$ cat src/rtl/interval_query_pkg.sv
// rtl/interval_query_pkg.sv - shared states, status codes and result record for the interval query initiator
package interval_query_pkg;

    typedef enum logic [1:0] {
        IDLE,
        ISSUE,
        WAIT,
        CAPTURE
    } state_e;

    typedef enum logic [2:0] {
        OK       = 3'd0,
        NO_START = 3'd1,
        NO_END   = 3'd2,
        REJECTED = 3'd3,
        FORCED   = 3'd4
    } status_e;

    typedef struct packed {
        logic signed [31:0] start_time;
        logic signed [31:0] end_time;
        status_e            status;
        logic [31:0]        stamp;
    } result_t;

    localparam logic signed [31:0] TIME_NONE = -32'sd1;

endpackage

$ cat src/rtl/interval_result_fifo.sv
// rtl/interval_result_fifo.sv - power-of-two result FIFO holding interval query records
module interval_result_fifo
    import interval_query_pkg::*;
#(
    parameter int DEPTH = 4
) (
    input  logic    clk,
    input  logic    rst,
    input  logic    push,
    input  result_t push_data,
    input  logic    pop,
    output result_t head,
    output logic    empty,
    output logic    full
);
    localparam int PW = $clog2(DEPTH);
    localparam int CW = PW + 1;

    result_t       mem [DEPTH];
    logic [PW-1:0] wr_ptr;
    logic [PW-1:0] rd_ptr;
    logic [CW-1:0] count;
    logic          do_push;
    logic          do_pop;

    assign empty   = (count == '0);
    assign full    = (count == CW'(DEPTH));
    assign do_pop  = pop && !empty;
    assign do_push = push && (!full || do_pop);
    assign head    = mem[rd_ptr];

    always_ff @(posedge clk) begin
        if (do_push) begin
            mem[wr_ptr] <= push_data;
        end
    end

    // Pointers wrap naturally because DEPTH is a power of two.
    always_ff @(posedge clk) begin
        if (!rst) begin
            wr_ptr <= '0;
            rd_ptr <= '0;
            count  <= '0;
        end else begin
            if (do_push) begin
                wr_ptr <= wr_ptr + PW'(1);
            end
            if (do_pop) begin
                rd_ptr <= rd_ptr + PW'(1);
            end
            case ({do_push, do_pop})
                2'b10:   count <= count + CW'(1);
                2'b01:   count <= count - CW'(1);
                default: count <= count;
            endcase
        end
    end

endmodule

$ cat src/rtl/interval_query_initiator.sv
// rtl/interval_query_initiator.sv - issues one lookback query at a time to the tracker and queues classified results
// Define FORCE_CLOSE_EN to close open intervals at stamp-1 and push the override back to the tracker.
module interval_query_initiator
    import interval_query_pkg::*;
#(
    parameter int LOOKBACK_MAX = 8,
    parameter int RESP_WAIT    = 2,
    parameter int FIFO_DEPTH   = 4
) (
    input  logic               clk,
    input  logic               rst,
    input  logic [31:0]        counter,
    input  logic               req_valid,
    output logic               req_ready,
    input  logic [31:0]        req_lookback,
    output logic               recalculate_time,
    output logic [31:0]        value_in,
    input  logic [1:0][31:0]   time_in,
    output logic               update_end,
    output logic [31:0]        previous_end_o,
    output logic               res_valid,
    input  logic               res_ready,
    output logic signed [31:0] res_start,
    output logic signed [31:0] res_end,
    output logic [2:0]         res_status,
    output logic [31:0]        res_stamp
);
    state_e             state;
    state_e             state_nx;
    logic [31:0]        wait_cnt;
    logic [31:0]        stamp_q;
    logic [31:0]        prev_end_q;
    logic               fifo_full;
    logic               fifo_empty;
    logic               push;
    logic               force_close;
    logic               accept;
    logic               bad_lookback;
    logic signed [31:0] t_start;
    logic signed [31:0] t_end;
    result_t            push_data;
    result_t            head;

    assign t_start      = time_in[0];
    assign t_end        = time_in[1];
    assign req_ready    = rst && (state == IDLE) && !fifo_full;
    assign accept       = req_valid && req_ready;
    assign bad_lookback = (req_lookback == 32'd0) || (req_lookback > 32'(LOOKBACK_MAX));

    always_comb begin
        state_nx         = state;
        push             = 1'b0;
        push_data        = '0;
        recalculate_time = 1'b0;
        force_close      = 1'b0;
        case (state)
            IDLE: begin
                if (accept) begin
                    if (bad_lookback) begin
                        push                 = 1'b1;
                        push_data.start_time = TIME_NONE;
                        push_data.end_time   = TIME_NONE;
                        push_data.status     = REJECTED;
                        push_data.stamp      = counter;
                    end else begin
                        state_nx = ISSUE;
                    end
                end
            end
            ISSUE: begin
                recalculate_time = 1'b1;
                state_nx         = WAIT;
            end
            WAIT: begin
                if (wait_cnt == 32'd0) begin
                    state_nx = CAPTURE;
                end
            end
            CAPTURE: begin
                push                 = 1'b1;
                state_nx             = IDLE;
                push_data.start_time = t_start;
                push_data.end_time   = t_end;
                push_data.stamp      = stamp_q;
                if (t_start == TIME_NONE) begin
                    push_data.status = NO_START;
                end else if (t_end == TIME_NONE) begin
`ifdef FORCE_CLOSE_EN
                    force_close        = 1'b1;
                    push_data.end_time = stamp_q - 32'd1;
                    push_data.status   = FORCED;
`else
                    push_data.status = NO_END;
`endif
                end else begin
                    push_data.status = OK;
                end
            end
            default: state_nx = IDLE;
        endcase
    end

    always_ff @(posedge clk) begin
        if (!rst) begin
            state      <= IDLE;
            wait_cnt   <= '0;
            value_in   <= '0;
            stamp_q    <= '0;
            prev_end_q <= '0;
        end else begin
            state <= state_nx;
            if (accept && !bad_lookback) begin
                value_in <= req_lookback;
                stamp_q  <= counter;
            end
            // Loaded one short so WAIT spans exactly RESP_WAIT cycles including the zero cycle.
            if (state == ISSUE) begin
                wait_cnt <= 32'(RESP_WAIT - 1);
            end else if (state == WAIT && wait_cnt != 32'd0) begin
                wait_cnt <= wait_cnt - 32'd1;
            end
            if (force_close) begin
                prev_end_q <= stamp_q - 32'd1;
            end
        end
    end

    assign update_end     = force_close;
    assign previous_end_o = force_close ? (stamp_q - 32'd1) : prev_end_q;

    interval_result_fifo #(
        .DEPTH(FIFO_DEPTH)
    ) u_fifo (
        .clk      (clk),
        .rst      (rst),
        .push     (push),
        .push_data(push_data),
        .pop      (res_ready),
        .head     (head),
        .empty    (fifo_empty),
        .full     (fifo_full)
    );

    assign res_valid  = !fifo_empty;
    assign res_start  = head.start_time;
    assign res_end    = head.end_time;
    assign res_status = head.status;
    assign res_stamp  = head.stamp;

endmodule

$ cat config.mk
export PLATFORM = sky130hd
export DESIGN_NAME = interval_query_initiator
export DESIGN_NICKNAME = d
export VERILOG_FILES = /design/src/rtl/interval_query_pkg.sv /design/src/rtl/interval_result_fifo.sv /design/src/rtl/interval_query_initiator.sv
export SDC_FILE = /design/constraint.sdc
export NUM_CORES = 1
export LEC_CHECK = 0
export ABC_AREA = 1
export BUFFER_PORTS_ARGS = -buffer_cell sky130_fd_sc_hd__buf_2
export CORE_AREA = 2 2 205 207
export DETAILED_ROUTE_END_ITERATION = 8
export DIE_AREA = 0 0 207 209
export GPL_TIMING_DRIVEN = 0
export MAX_ROUTING_LAYER = met4
export PLACE_DENSITY = 0.77
export SYNTH_ARGS = -nofsm -noshare
export SYNTH_HDL_FRONTEND = slang
export SYNTH_HIERARCHICAL = 1
export SYNTH_SLANG_ARGS = --single-unit
$ cat constraint.sdc
create_clock -name clk -period 6.5 [get_ports clk]
set_input_delay 0 -clock clk [delete_from_list [all_inputs] [get_ports clk]]
set_output_delay 0 -clock clk [all_outputs]
set_load 0.005 [all_outputs]
---- Yosys cells after proc, flatten, opt, wreduce, memory -nomap -nowiden ----
Memory sizes are Yosys's and may differ from the RTL's. A register that Yosys moved wholly into a read port is not among the register bits.
Cells that the tools add are included.
operators by class
  equal/unequal tests ..................... 11
  mux-type cells .......................... 20
  divide/modulo/power cells ............... 0
  shift operators ......................... 0
  multipliers ............................. 0
  bitwise logic cells ..................... 1
  reduce and logical (&&, ||, !) cells .... 21
  add/sub/neg operators ................... 5
  $lt $le $gt $ge ......................... 1
operator list
  operator                                                                           count
  99-bit 2-to-1 mux                                                                  2
  99-bit one-hot mux with 2 select lines                                             1
  32-bit by 1-bit == test with 1-bit output (second input constant)                  2
  32-bit logical NOT                                                                 2
  32-bit by 4-bit greater-than comparator with 1-bit output (second input constant)  1
  32-bit nonzero test                                                                1
  32-bit by 1-bit subtractor with 32-bit output (second input constant)              1
  2-bit 2-to-1 mux                                                                   7
  2-bit one-hot mux with 4 select lines                                              1
  1-bit logical AND                                                                  7
  1-bit 2-to-1 mux                                                                   7
  2-bit == test (second input constant)                                              3
  2-bit inequality test (second input constant)                                      3
  3-bit one-hot mux with 2 select lines                                              1
  2-bit by 1-bit adder with 2-bit output (second input constant)                     2
  2-bit by 1-bit == test with 1-bit output (second input constant)                   2
  2-bit nonzero test                                                                 2
  3-bit by 1-bit adder with 3-bit output (second input constant)                     1
  3-bit == test (second input constant)                                              1
  1-bit logical NOT                                                                  3
  3-bit logical NOT                                                                  1
  3-bit AND reduction                                                                1
  3-bit by 1-bit subtractor with 3-bit output (second input constant)                1
  2-bit logical NOT                                                                  1
  4 further kinds                                                                    5
word-level totals
  memory bits (writable) .................. 396
  memories kept ........................... 1
  bits in latches ......................... 0
  output and inout bits ................... 167
  flip-flop bits (word level) ............. 105
  bits in read-only memories .............. 0
memory list
  memory      words  bits a word  read ports  clocked after memory_dff  write ports  RTL line                    RTL
  u_fifo.mem  4      99           1           1                         1            interval_result_fifo.sv:19  result_t mem [DEPTH];

---- Logic depth before layout (Yosys ltp) ----
Gate-level depths: netlist (run 1).
  depth in word-level cells ............... 9
  depth in mapped cells ................... 16

---- By module ----
Netlist (run 1), hierarchy kept.
by module, submodules not included
  module                    cells each  seq. area each (um2)  times used  area each (um2)
  interval_result_fifo      1021        12071.6               1           15103.2
  interval_query_initiator  942         1961.9                1           5941.9

---- Least setup slack after synthesis (run 1) ----
No wires, ideal clock.
  kind .................................... register -> register
  start point ............................. register state[0]
  end point ............................... memory u_fifo/mem[0][0] (netlist bit), enable pin
  period minus slack after synthesis ...... 6.179 ns
  path slack .............................. 0.321 ns
  library setup time ...................... 0.558 ns
  stages on the path, launching flop included .. 9
  arrival time ............................ 5.621 ns
  cells stage by stage .................... dfxtp_1 -> inv_1 -> ha_1 -> nand2_1 -> nor3b_4 -> nand2_1 -> a21oi_1 -> o21ai_2 -> nor2_1
on the way
  longest elaborated chain between the ends .. 9
  elaborated cells between the ends (all ways) .. 10
ends and longest elaborated chain
  what                                        RTL line                                                        RTL
  from (decl)                                 interval_query_initiator.sv:28                                  state_e state;
  from (signal assigned)                      interval_query_initiator.sv:111                                 state <= state_nx;
  2-bit logical NOT                           interval_query_initiator.sv:46, interval_query_initiator.sv:56
  1-bit logical AND (2 in series)             interval_query_initiator.sv:46                                  assign req_ready = rst && (state == IDLE) && !fifo_full;
  1-bit logical AND                           interval_query_initiator.sv:47                                  assign accept = req_valid && req_ready;
  1-bit 2-to-1 mux                            interval_query_initiator.sv:58                                  if (accept) begin
  1-bit one-hot mux with 2 select lines (*)   interval_query_initiator.sv:56                                  case (state)
  net push                                    interval_query_initiator.sv:35                                  logic push;
  1-bit logical AND (*)                       interval_result_fifo.sv:29                                      assign do_push = push && (!full || do_pop);
  1-bit 2-to-1 mux (*)                        interval_result_fifo.sv:33                                      if (do_push) begin
  1-bit 2-to-1 mux (implied by the code) (*)  interval_result_fifo.sv:34                                      mem[wr_ptr] <= push_data;
  to (decl)                                   interval_result_fifo.sv:19
The timed path passes the listed nets; every way through them passes the cells marked *.

---- Worst setup path after layout (run 1) ----
  start point ............................. register state[0]
  end point ............................... register u_fifo.count[1]
on the way
  longest elaborated chain between the ends .. 9
  elaborated cells between the ends (all ways) .. 12
ends and longest elaborated chain
  what                                                                         RTL line                                                        RTL
  2-bit logical NOT                                                            interval_query_initiator.sv:46, interval_query_initiator.sv:56
  1-bit logical AND (2 in series)                                              interval_query_initiator.sv:46
  1-bit logical AND                                                            interval_query_initiator.sv:47
  1-bit 2-to-1 mux                                                             interval_query_initiator.sv:58
  1-bit one-hot mux with 2 select lines (*)                                    interval_query_initiator.sv:56
  net push                                                                     interval_query_initiator.sv:35
  1-bit logical AND (*)                                                        interval_result_fifo.sv:29
  2-bit by 1-bit == test with 1-bit output or 2-bit == test (tied branches)    interval_result_fifo.sv:51                                      case ({do_push, do_pop})
  3-bit one-hot mux with 2 select lines or 2-bit nonzero test (tied branches)  -
  to (signal assigned)                                                         interval_result_fifo.sv:52                                      2'b10: count <= count + CW'(1);
  to (signal assigned)                                                         interval_result_fifo.sv:53                                      2'b01: count <= count - CW'(1);
  to (signal assigned)                                                         interval_result_fifo.sv:54                                      default: count <= count;
  to (decl)                                                                    interval_result_fifo.sv:22                                      logic [CW-1:0] count;
Marked as above.
A chain may end at the register's enable or synchronous reset.

==> summary.txt, run 1 <==
Clock tree
  • CTS buffer count: 49
  • Worst-Skew Late Latency: 0.60 ns
  • H-tree Lvls: 2
  • Clock Tree Root: clkbuf_16
  • CTS tree: yes
  • CTS resizes: 0
  • Clk buf depth: 3
  • CTS clk-pin slew, worst paths: 0.06 ns
  • CTS sink count: 503

Placement
  • GP Congestion: 0.926
  • Cell Area, Placed: 23,500 sq um
  • Post-Place Setup Slack: 2.66 ns
  • Post-detail-place hpwl: 42,500 microns
  • Buffers on Ports: 265
  • Placed cells: 2,817

Power
  • Pwr Total: 9.36 mW
  • Cell Pwr Density: 357 nW/um^2
  • Sequential share of power: 0.426
  • Clk pwr share: 0.313
  • Pint: 6.48 mW
  • Peak supply drop: 0.194 mV
  • Combinational share of power: 0.260
  • Net switching power: 2.88 mW
  • Leak pwr: 9.83 nW
  • Sw Share: 0.307

Layout
  • Area growth syn-to-layout: 24.7%
  • Final Cell Area: 26,200 sq um
  • FILL cells: 3,091
  • Leading cell types in the layout, fill and taps excluded: edfxtp_1 (396), nor2_1 (323), nand2_1 (295)
  • Commonest non-fill, non-tap cell in the layout: edfxtp_1
  • Nets: 2,575
  • Layout Cells excl Fill: 3,012
  • Share of cells above drive strength 1: 0.183
  • Layout Utilization: 0.635

Synth
  • Syn. warnings: 6
  • EDFF count, synth: 396
  • Primary FF master, synth: edfxtp_1
  • Post-synth cell types: 33
  • Async S/R FF share, synth: 0
  • Synth area leaders: edfxtp_1 (57%), dfxtp_1 (10%), nor2_1 (5.8%)
  • Synth Cell Area: 21,000 sq um
  • Share of the synthesized area in the top cell type: 0.565
  • Mapped Cells: 1,963
  • Largest area contributor in the netlist: edfxtp_1
  • Register bit total from synthesis: 503
  • Post-synthesis average cell area: 10.7 sq um
  • Sequential element share of the synthesized area: 0.667

Critical path
  • Crit-path slowest cell: dlygate4sd3_1
  • Worst EP required: 7.03 ns
  • Worst-path maximum fanout: 7
  • Delay-heaviest family, CP: buffers and inverters
  • Critical path capture point type: register
  • Worst setup path class: register to register
  • WP data arrival: 4.52 ns
  • CP bufs+invs: 4
  • Top cell by count, worst path: nand2_1
  • Cell breakdown of the critical path: inv_1, ha_1, nand2_1, nor3b_4, nand2_1, a21oi_1, inv_1, nand3_1, fa_1, nand2_1, nand2_1, dlygate4sd3_1, nor2_1, dlygate4sd3_1
  • CP Launch Type: register
  • Slowest cell delay on critical path: 0.55 ns

Timing
  • Slew Limit Fails: 0
  • Max Clock Skew: 0.0154 ns
  • Relative slew slack: 0.336
  • Maximum operating frequency: 251 MHz
  • Final setup margin: 2.51 ns
  • Setup violators final: 0
  • Least-Margin Pin Slew: 0.997 ns
  • Period utilization: 0.613
  • RSZ-0062 raised after global routing: no
  • Final hold violation count: 0
  • Final min period: 3.99 ns

Run status
  • Status: finished clean

Job
  • Max-cap violations: 0

Global route
  • Met1 Resource Use GR: 0.374
  • GR Util met3: 0.0616
  • Gr ovfl total: 0
  • Largest net degree at the start of global routing: 29
  • Number of global-route vias before repair: 16,800
  • Initial antenna violation count: 1
  • GRT Overall Usage: 0.298
  • GRT Max-Usage Layer: met2
  • Global-route wire length before repair: 95,600 microns
  • Met2 Resource Use GR: 0.480

Die
  • Die ar.: 43,300 sq um
  • Die Height: 209 microns
  • Starting Density: 0.510
  • # IOs: 299
  • # rows: 75
  • Die W: 207 microns
  • Core Area: 41,300 sq um

Detailed routing
  • Initial DRT Pass Iterations: 7
  • Routed vias: 17,400
  • WL/cell: 21.5 microns
  • Vias per inst: 5.78
  • 1st-iter DRT viols: 2,097
  • Drt drc: 0
  • Final WL: 64,900 microns
  • Post-DRT Antenna Nets: 0

Min path
  • Hold WC Path Type: primary input to register
worst paths after layout:
kind / slack [ns] / from / to / cells past startpoint
worst min register to register: 0.44 / value_in[29] / value_in[29] / 2
worst max register to register: 2.51 / state[0] / u_fifo/count[1] / 14
worst max-delay path: 2.51 / state[0] / u_fifo/count[1] / 14
worst min-delay path: 0.04 / req_lookback[19] / stamp_q[13] / 7
stage by stage:
step / hold WS, ns / TNS (ns)
6_report: 0.0385 / 0
5_1_grt: 0.0604 / 0
4_1_cts: 0.0103 / 0
3_5_place_dp: 0.302 / 0
3_3_place_gp: 0.298 / -1380.32
2_1_floorplan: 0.120 / 0
layer usage:
metal | part of all wire | routed length (microns)
met4 | 0.037 | 2410
met2 | 0.48 | 31200
met5 | 0 | 0
met3 | 0.12 | 7740
met1 | 0.36 | 23500
power by group through the flow:
stage / Clock (mW) / Combinational (mW) / Sequential [mW]
2_1_floorplan: 0 / 1.23 / 4.06
3_3_place_gp: 0 / 2.22 / 4.11
3_5_place_dp: 0 / 2.33 / 4.05
4_1_cts: 2.95 / 2.40 / 3.99
5_1_grt: 3.08 / 2.60 / 4.01
6_report: 2.93 / 2.44 / 3.99
flip-flops by register name, summed over array words and instances, names as in the netlist, named ones only:
| register | count |
|---|---|
| stamp_q | 32 |
| state | 2 |
| u_fifo/count | 3 |
| u_fifo/mem | 396 |
| u_fifo/rd_ptr | 2 |
| u_fifo/wr_ptr | 2 |
| value_in | 32 |
| wait_cnt | 32 |
synth_stat cells, types with 2 or more instances:
library cell / instances
a21oi_1: 176
buf_1: 3
buf_2: 27
buf_4: 40
buf_6: 16
clkbuf_1: 80
dfxtp_1: 107
edfxtp_1: 396
ha_1: 9
inv_1: 35
nand2_1: 295
nand3_1: 50
nand4_1: 54
nor2_1: 327
nor3_1: 4
o21ai_0: 182
o21ai_1: 22
o21ai_2: 2
o22ai_1: 99
xnor2_1: 14
xor2_1: 13
tightest hold or removal path, stage by stage:
cell and delay (ns):
buf_2 0.07, nor2_1 0.03, nand4_1 0.05, nor2_1 0.07
buf_2 0.20, nand4_1 0.10, a21oi_1 0.06
kinds of logic after synthesis:
| group | Yosys count | synth area share |
|---|---|---|
| buf+inv | 205 | 0.0520 |
| fa+ha+maj | 10 | 0.00630 |
| compound gates | 481 | 0.121 |
| xor+xnor | 27 | 0.0112 |
| simple gates | 736 | 0.143 |
| other cells | 1 | 0.000178 |
| flops | 503 | 0.667 |
final cells by class:
cell class,instances,area [sq um],area share
multi-input cells,1291,6080,0.232
repair buffers,383,2680,0.102
inverters,38,153,0.00582
well taps,539,674,0.0257
clock buffers,59,1320,0.0501
diodes,1,2.50,0.0000954
flip-flops and latches,503,14000,0.535
plain buffers,167,942,0.0359
clock inverters,31,355,0.0135
repair_timing:
item / in CTS / in global routing
hold buffers: 104 / 0
buffers inserted: 0 / 0
endpoints found under the hold margin: 432 / 0
Power figures use the tool's default switching activity.
==> inputs of run 2 (changes only) <==
--- a/config.mk
+++ b/config.mk
@@ -7,9 +7,9 @@
 export LEC_CHECK = 0
 export ABC_AREA = 1
 export BUFFER_PORTS_ARGS = -buffer_cell sky130_fd_sc_hd__buf_2
-export CORE_AREA = 2 2 205 207
+export CORE_AREA = 2 2 199 201
 export DETAILED_ROUTE_END_ITERATION = 8
-export DIE_AREA = 0 0 207 209
+export DIE_AREA = 0 0 201 203
 export GPL_TIMING_DRIVEN = 0
 export MAX_ROUTING_LAYER = met4
 export PLACE_DENSITY = 0.77
==> constraint.sdc (replaced) <==
create_clock -name clk -period 3.8 [get_ports clk]
set_input_delay 0 -clock clk [delete_from_list [all_inputs] [get_ports clk]]
set_output_delay 0 -clock clk [all_outputs]
set_load 0.005 [all_outputs]
==> run 2 against run 1 <==
Effect of this change:
- largest cell class unchanged
- routed wire length is 1.1% higher
- cell count shrank 0.46%
- final area about the same
- combinational power rose by 73%
- highest routed layer unchanged
- critical path depth unchanged
- register-to-register slack got worse by 2.4 ns
- first-iteration DRC count rose by 28%
==> summary.txt, run 2 (synthesis results as in run 1) <==
Timing
  • RSZ-0062 raised after global routing: no
  • Period utilization: 0.957
  • Hold Slack: 0.0765 ns
  • Least-Margin Pin Slew: 1.02 ns
  • Setup violators final: 0
  • Maximum operating frequency: 275 MHz
  • Max Clock Skew: 0.0308 ns
  • Final hold violation count: 0
  • Relative slew slack: 0.322
  • Final min period: 3.64 ns
  • Slew Limit Fails: 0

Die
  • Die Height: 203 microns
  • Starting Density: 0.547
  • # rows: 72
  • Core Area: 38,500 sq um
  • Die ar.: 40,800 sq um
  • Die W: 201 microns
  • # IOs: 299

Detailed routing
  • Met2 wire len: 31,700 microns
  • Routed vias: 17,600
  • Top Metal Used: met4
  • Met3 wire length: 8220 microns
  • Met1 WL: 23,300 microns
  • Drt drc: 0
  • WL/cell: 21.9 microns
  • Vias per inst: 5.88
  • Final WL: 65,600 microns
  • Initial DRT Pass Iterations: 8
  • 1st-iter DRT viols: 2,691
  • Post-DRT Antenna Nets: 0

Clock tree
  • CTS buffer count: 49
  • CTS sink count: 503
  • Clock Tree Root: clkbuf_16
  • Clk buf depth: 3
  • CTS tree: yes
  • CTS clk-pin slew, worst paths: 0.06 ns
  • H-tree Lvls: 2
  • Worst-Skew Late Latency: 0.58 ns

Placement
  • Placed cells: 2,797
  • Buffers on Ports: 265
  • GP Congestion: 0.904
  • Post-detail-place hpwl: 42,700 microns

Global route
  • Gr ovfl total: 0
  • Number of global-route vias before repair: 17,100
  • GRT Overall Usage: 0.324
  • Global-route wire length before repair: 98,100 microns
  • Largest net degree at the start of global routing: 29
  • Initial antenna violation count: 4

Job
  • Max-cap violations: 0

Critical path
  • Critical path capture point type: register
  • Worst EP required: 4.33 ns
  • WP data arrival: 4.17 ns
  • CP Launch Type: register
  • Worst-path maximum fanout: 6
  • Worst setup path class: register to register

Layout
  • Max reg flops: 396
  • Leading cell types in the layout, fill and taps excluded: edfxtp_1 (396), nor2_1 (323), nand2_1 (294)
  • Area growth syn-to-layout: 24.7%
  • Layout Cells excl Fill: 2,998
  • Share of cells above drive strength 1: 0.183
  • Commonest non-fill, non-tap cell in the layout: edfxtp_1
  • Most flops, register: u_fifo/mem
  • Nets: 2,579

Run status
  • Status: finished clean

Power
  • Cell Pwr Density: 610 nW/um^2
  • Leak pwr: 9.83 nW
  • Peak supply drop: 0.376 mV

Min path
  • Hold WC Path Type: primary input to register
==> run 2: cell count changes in the layout (fill, tap and decap cells not counted), moves of 2 or more <==
| cell | before | now |
|---|---|---|
| buf_4 | 40 | 43 |
| clkbuf_1 | 86 | 89 |
| clkbuf_8 | 3 | 0 |
| clkinv_1 | 7 | 9 |
| clkinv_4 | 3 | 1 |
| clkinvlp_4 | 0 | 2 |
| diode_2 | 1 | 4 |
==> run 2: routing by layer <==
layer  vias up  GRT usage
li1       7838          -
met1      8254      0.405
met4         0      0.114
met3       187     0.0626
met5         -          -
met2      1358      0.531
==> run 2: worst max-delay path, cell delays in order, from the launching register on <==
cell	delay (ns)
dfxtp_1	0.33
inv_1	0.10
ha_1	0.20
nand2_1	0.12
nor3b_4	0.33
nand2_2	0.19
a21oi_4	0.28
inv_1	0.10
nand3_1	0.16
fa_1	0.44
nand2_1	0.08
nand2_1	0.05
dlygate4sd3_1	0.57
nor2_1	0.10
dlygate4sd3_1	0.55
==> run 2: layout make-up <==
cell class / count / area, sq um
flip-flops and latches: 503 / 14000
clock inverters: 31 / 354
diodes: 4 / 10.0
inverters: 38 / 153
multi-input cells: 1291 / 6100
well taps: 518 / 648
clock buffers: 59 / 1280
plain buffers: 167 / 942
fillers: 2738 / 12200
repair buffers: 387 / 2720
==> run 2: stage by stage <==
stage | total power [mW] | worst slack (ns) | utilization | setup TNS (ns) | instance area, sq um
finish | 16.0 | 0.162 | 0.682 | 0 | 26200
global route | 16.6 | 0.00278 | 0.682 | 0 | 26200
CTS | 15.9 | 0.115 | 0.681 | 0 | 26200
detailed placement | 10.9 | -0.0757 | 0.611 | -1.91 | 23500
global placement | 10.8 | -3.20 | 0.602 | -1251.51 | 23200
floorplan | 9.03 | -0.737 | - | -291.92 | 21200
==> run 2: final timing paths <==
path	start	end	slack, ns	cells past startpoint
worst max-delay path	state[0]	u_fifo/count[1]	0.16	14
worst min-delay path	req_lookback[23]	stamp_q[13]	0.08	7
worst max register to register	state[0]	u_fifo/count[1]	0.16	14
worst min register to register	value_in[25]	value_in[25]	0.44	2
==> run 2: repair_timing <==
action	CTS	global route
pin swaps	1	1
endpoints found under the hold margin	432	0
hold buffers	104	0
resized for setup	1	2
setup buffers	0	3
endpoints found under the setup margin	48	38
==> run 2: power by group <==
part | leakage, nW | internal, mW | switching (mW)
registers | 4.53 | 6.67 | 0.163
clock network | 0.800 | 2.90 | 2.07
logic | 4.50 | 1.48 | 2.73
==> inputs of run 3 (changes only) <==
--- a/config.mk
+++ b/config.mk
@@ -13,6 +13,7 @@
 export GPL_TIMING_DRIVEN = 0
 export MAX_ROUTING_LAYER = met4
 export PLACE_DENSITY = 0.77
+export SETUP_SLACK_MARGIN = 0.2
 export SYNTH_ARGS = -nofsm -noshare
 export SYNTH_HDL_FRONTEND = slang
 export SYNTH_HIERARCHICAL = 1
==> run 3 against run 2 <==
Effect of this change:
- register-to-register slack improved by 0.13 ns
- routed wire length is essentially flat
- sequential share of layout area is essentially flat
- combinational power about the same
- non-clock buffer count decreased by 1
- maximum frequency rose by 3.7%
- via count grew 0.21%
- die area stayed put
==> summary.txt, run 3 (synthesis results as in run 1) <==
Clock tree
  • CTS clk-pin slew, worst paths: 0.06 ns
  • H-tree Lvls: 2
  • Clk buf depth: 3
  • CTS tree: yes
  • CTS buffer count: 49
  • CTS sink count: 503
  • Clock Tree Root: clkbuf_16
  • Worst-Skew Late Latency: 0.58 ns

Layout
  • Area growth syn-to-layout: 24.6%
  • Commonest non-fill, non-tap cell in the layout: edfxtp_1
  • Share of cells above drive strength 1: 0.183
  • FF+latch area: 14,000 sq um
  • Multi-input gate area: 6090 sq um
  • FILL cells: 2,743
  • Nets: 2,579
  • Most flops, register: u_fifo/mem
  • Final Cell Area: 26,200 sq um
  • Leading cell types in the layout, fill and taps excluded: edfxtp_1 (396), nor2_1 (323), nand2_1 (295)
  • Max reg flops: 396

Detailed routing
  • Initial DRT Pass Iterations: 6
  • WL/cell: 21.9 microns
  • Vias per inst: 5.90
  • Drt drc: 0
  • Post-DRT Antenna Nets: 0
  • Routed vias: 17,700
  • 1st-iter DRT viols: 2,742
  • Final WL: 65,500 microns

Critical path
  • Critical path capture point type: register
  • Worst setup path class: register to register
  • Reg2reg start: state[0]
  • Terminus of the critical flop-to-flop path: u_fifo/mem[3][72]
  • WP data arrival: 3.78 ns
  • Worst-path maximum fanout: 27
  • FF-to-FF setup slack: 0.29 ns
  • Worst EP required: 4.08 ns
  • CP Launch Type: register
  • R2R depth: 12

Timing
  • Final min period: 3.51 ns
  • Setup violators final: 0
  • RSZ-0062 raised after global routing: yes
  • Hold Slack: 0.0665 ns
  • Slew Limit Fails: 0
  • Period utilization: 0.923
  • Final hold violation count: 0
  • Maximum operating frequency: 285 MHz
  • Relative slew slack: 0.335
  • Max Clock Skew: 0.0284 ns
  • Least-Margin Pin Slew: 0.997 ns

Global route
  • Number of global-route vias before repair: 17,100
  • Initial antenna violation count: 4
  • GRT Overall Usage: 0.324
  • Gr ovfl total: 0
  • Global-route wire length before repair: 98,100 microns
  • Largest net degree at the start of global routing: 29

Die
  • # IOs: 299
  • Die ar.: 40,800 sq um
  • Core Area: 38,500 sq um
  • # rows: 72
  • Die Height: 203 microns
  • Die W: 201 microns
  • Starting Density: 0.547

Power
  • Cell Pwr Density: 611 nW/um^2
  • Peak supply drop: 0.377 mV
  • Pwr Total: 16.0 mW
  • Leak pwr: 9.82 nW

Placement
  • Cell Area, Placed: 23,500 sq um
  • Buffers on Ports: 265
  • GP Congestion: 0.904
  • Post-detail-place hpwl: 42,700 microns

Run status
  • Status: finished clean

Min path
  • Hold EP: stamp_q[13]
  • Hold path cells: 7
  • HP Start: req_lookback[23]
  • Hold WC Path Type: primary input to register

Job
  • Max-cap violations: 0
run 3: changes by cell type in the layout (fill, tap and decap cells not counted), sizes merged:
cell,before,now
dlygate4sd3,104,103
nor2,328,329
run 3: worst max-delay path, stage by stage (launching register included):
cell and delay (ns):
dfxtp_1 0.33, inv_1 0.10, ha_1 0.20, nand2_1 0.11, nor3b_4 0.33, nand2_1 0.24
a21oi_2 0.40, o21ai_2 0.34, nor2_4 0.26, buf_16 0.19, buf_12 0.23, buf_12 0.22
buf_12 0.21
run 3: repair_timing:
action	in CTS	in global routing
resized for setup	1	0
setup endpoints to repair	129	60
gates cloned	0	1
pin swaps	1	1
hold endpoints to repair	432	0
hold buffers	103	0
buffers inserted	1	2
run 3: per-layer routing:
metal	vias to the layer above	part of all wire	wire length (microns)	track usage
met5	-	0	0	-
met2	1373	0.48	31600	0.531
met4	0	0.036	2340	0.114
met1	8276	0.36	23600	0.405
li1	7843	-	-	-
met3	182	0.12	8030	0.0629
run 3: cell type report:
class / count / area share
clock buffers: 59 / 0.0490
repair buffers: 386 / 0.103
well taps: 518 / 0.0247
multi-input cells: 1292 / 0.232
plain buffers: 167 / 0.0359
inverters: 38 / 0.00582
clock inverters: 31 / 0.0135
diodes: 4 / 0.000382
flip-flops and latches: 503 / 0.535
run 3: power breakdown:
| part | internal, mW | leakage, nW | switching, mW |
|---|---|---|---|
| clock | 2.90 | 0.800 | 2.07 |
| sequential | 6.67 | 4.53 | 0.163 |
| combinational | 1.48 | 4.49 | 2.74 |
run 3: worst max path at each step:
stage / startpoint / endpoint / depth (start not counted)
2_1_floorplan: state[0] / u_fifo/mem[0][0] / 8
3_3_place_gp: state[0] / u_fifo/mem[3][85] / 8
3_5_place_dp: state[0] / u_fifo/mem[3][71] / 12
4_1_cts: state[0] / u_fifo/mem[2][61] / 10
5_1_grt: state[0] / u_fifo/mem[3][53] / 12
6_report: state[0] / u_fifo/mem[3][72] / 12
run 3: metrics by stage:
step,util,setup TNS [ns],instances,setup slack [ns]
6_report,0.682,0,2998,0.293
5_1_grt,0.682,0,2998,0.164
4_1_cts,0.681,0,2991,0.207
3_5_place_dp,0.611,-1.91,2797,-0.0757
3_3_place_gp,0.602,-1251.51,2782,-3.20
2_1_floorplan,-,-291.92,1999,-0.737
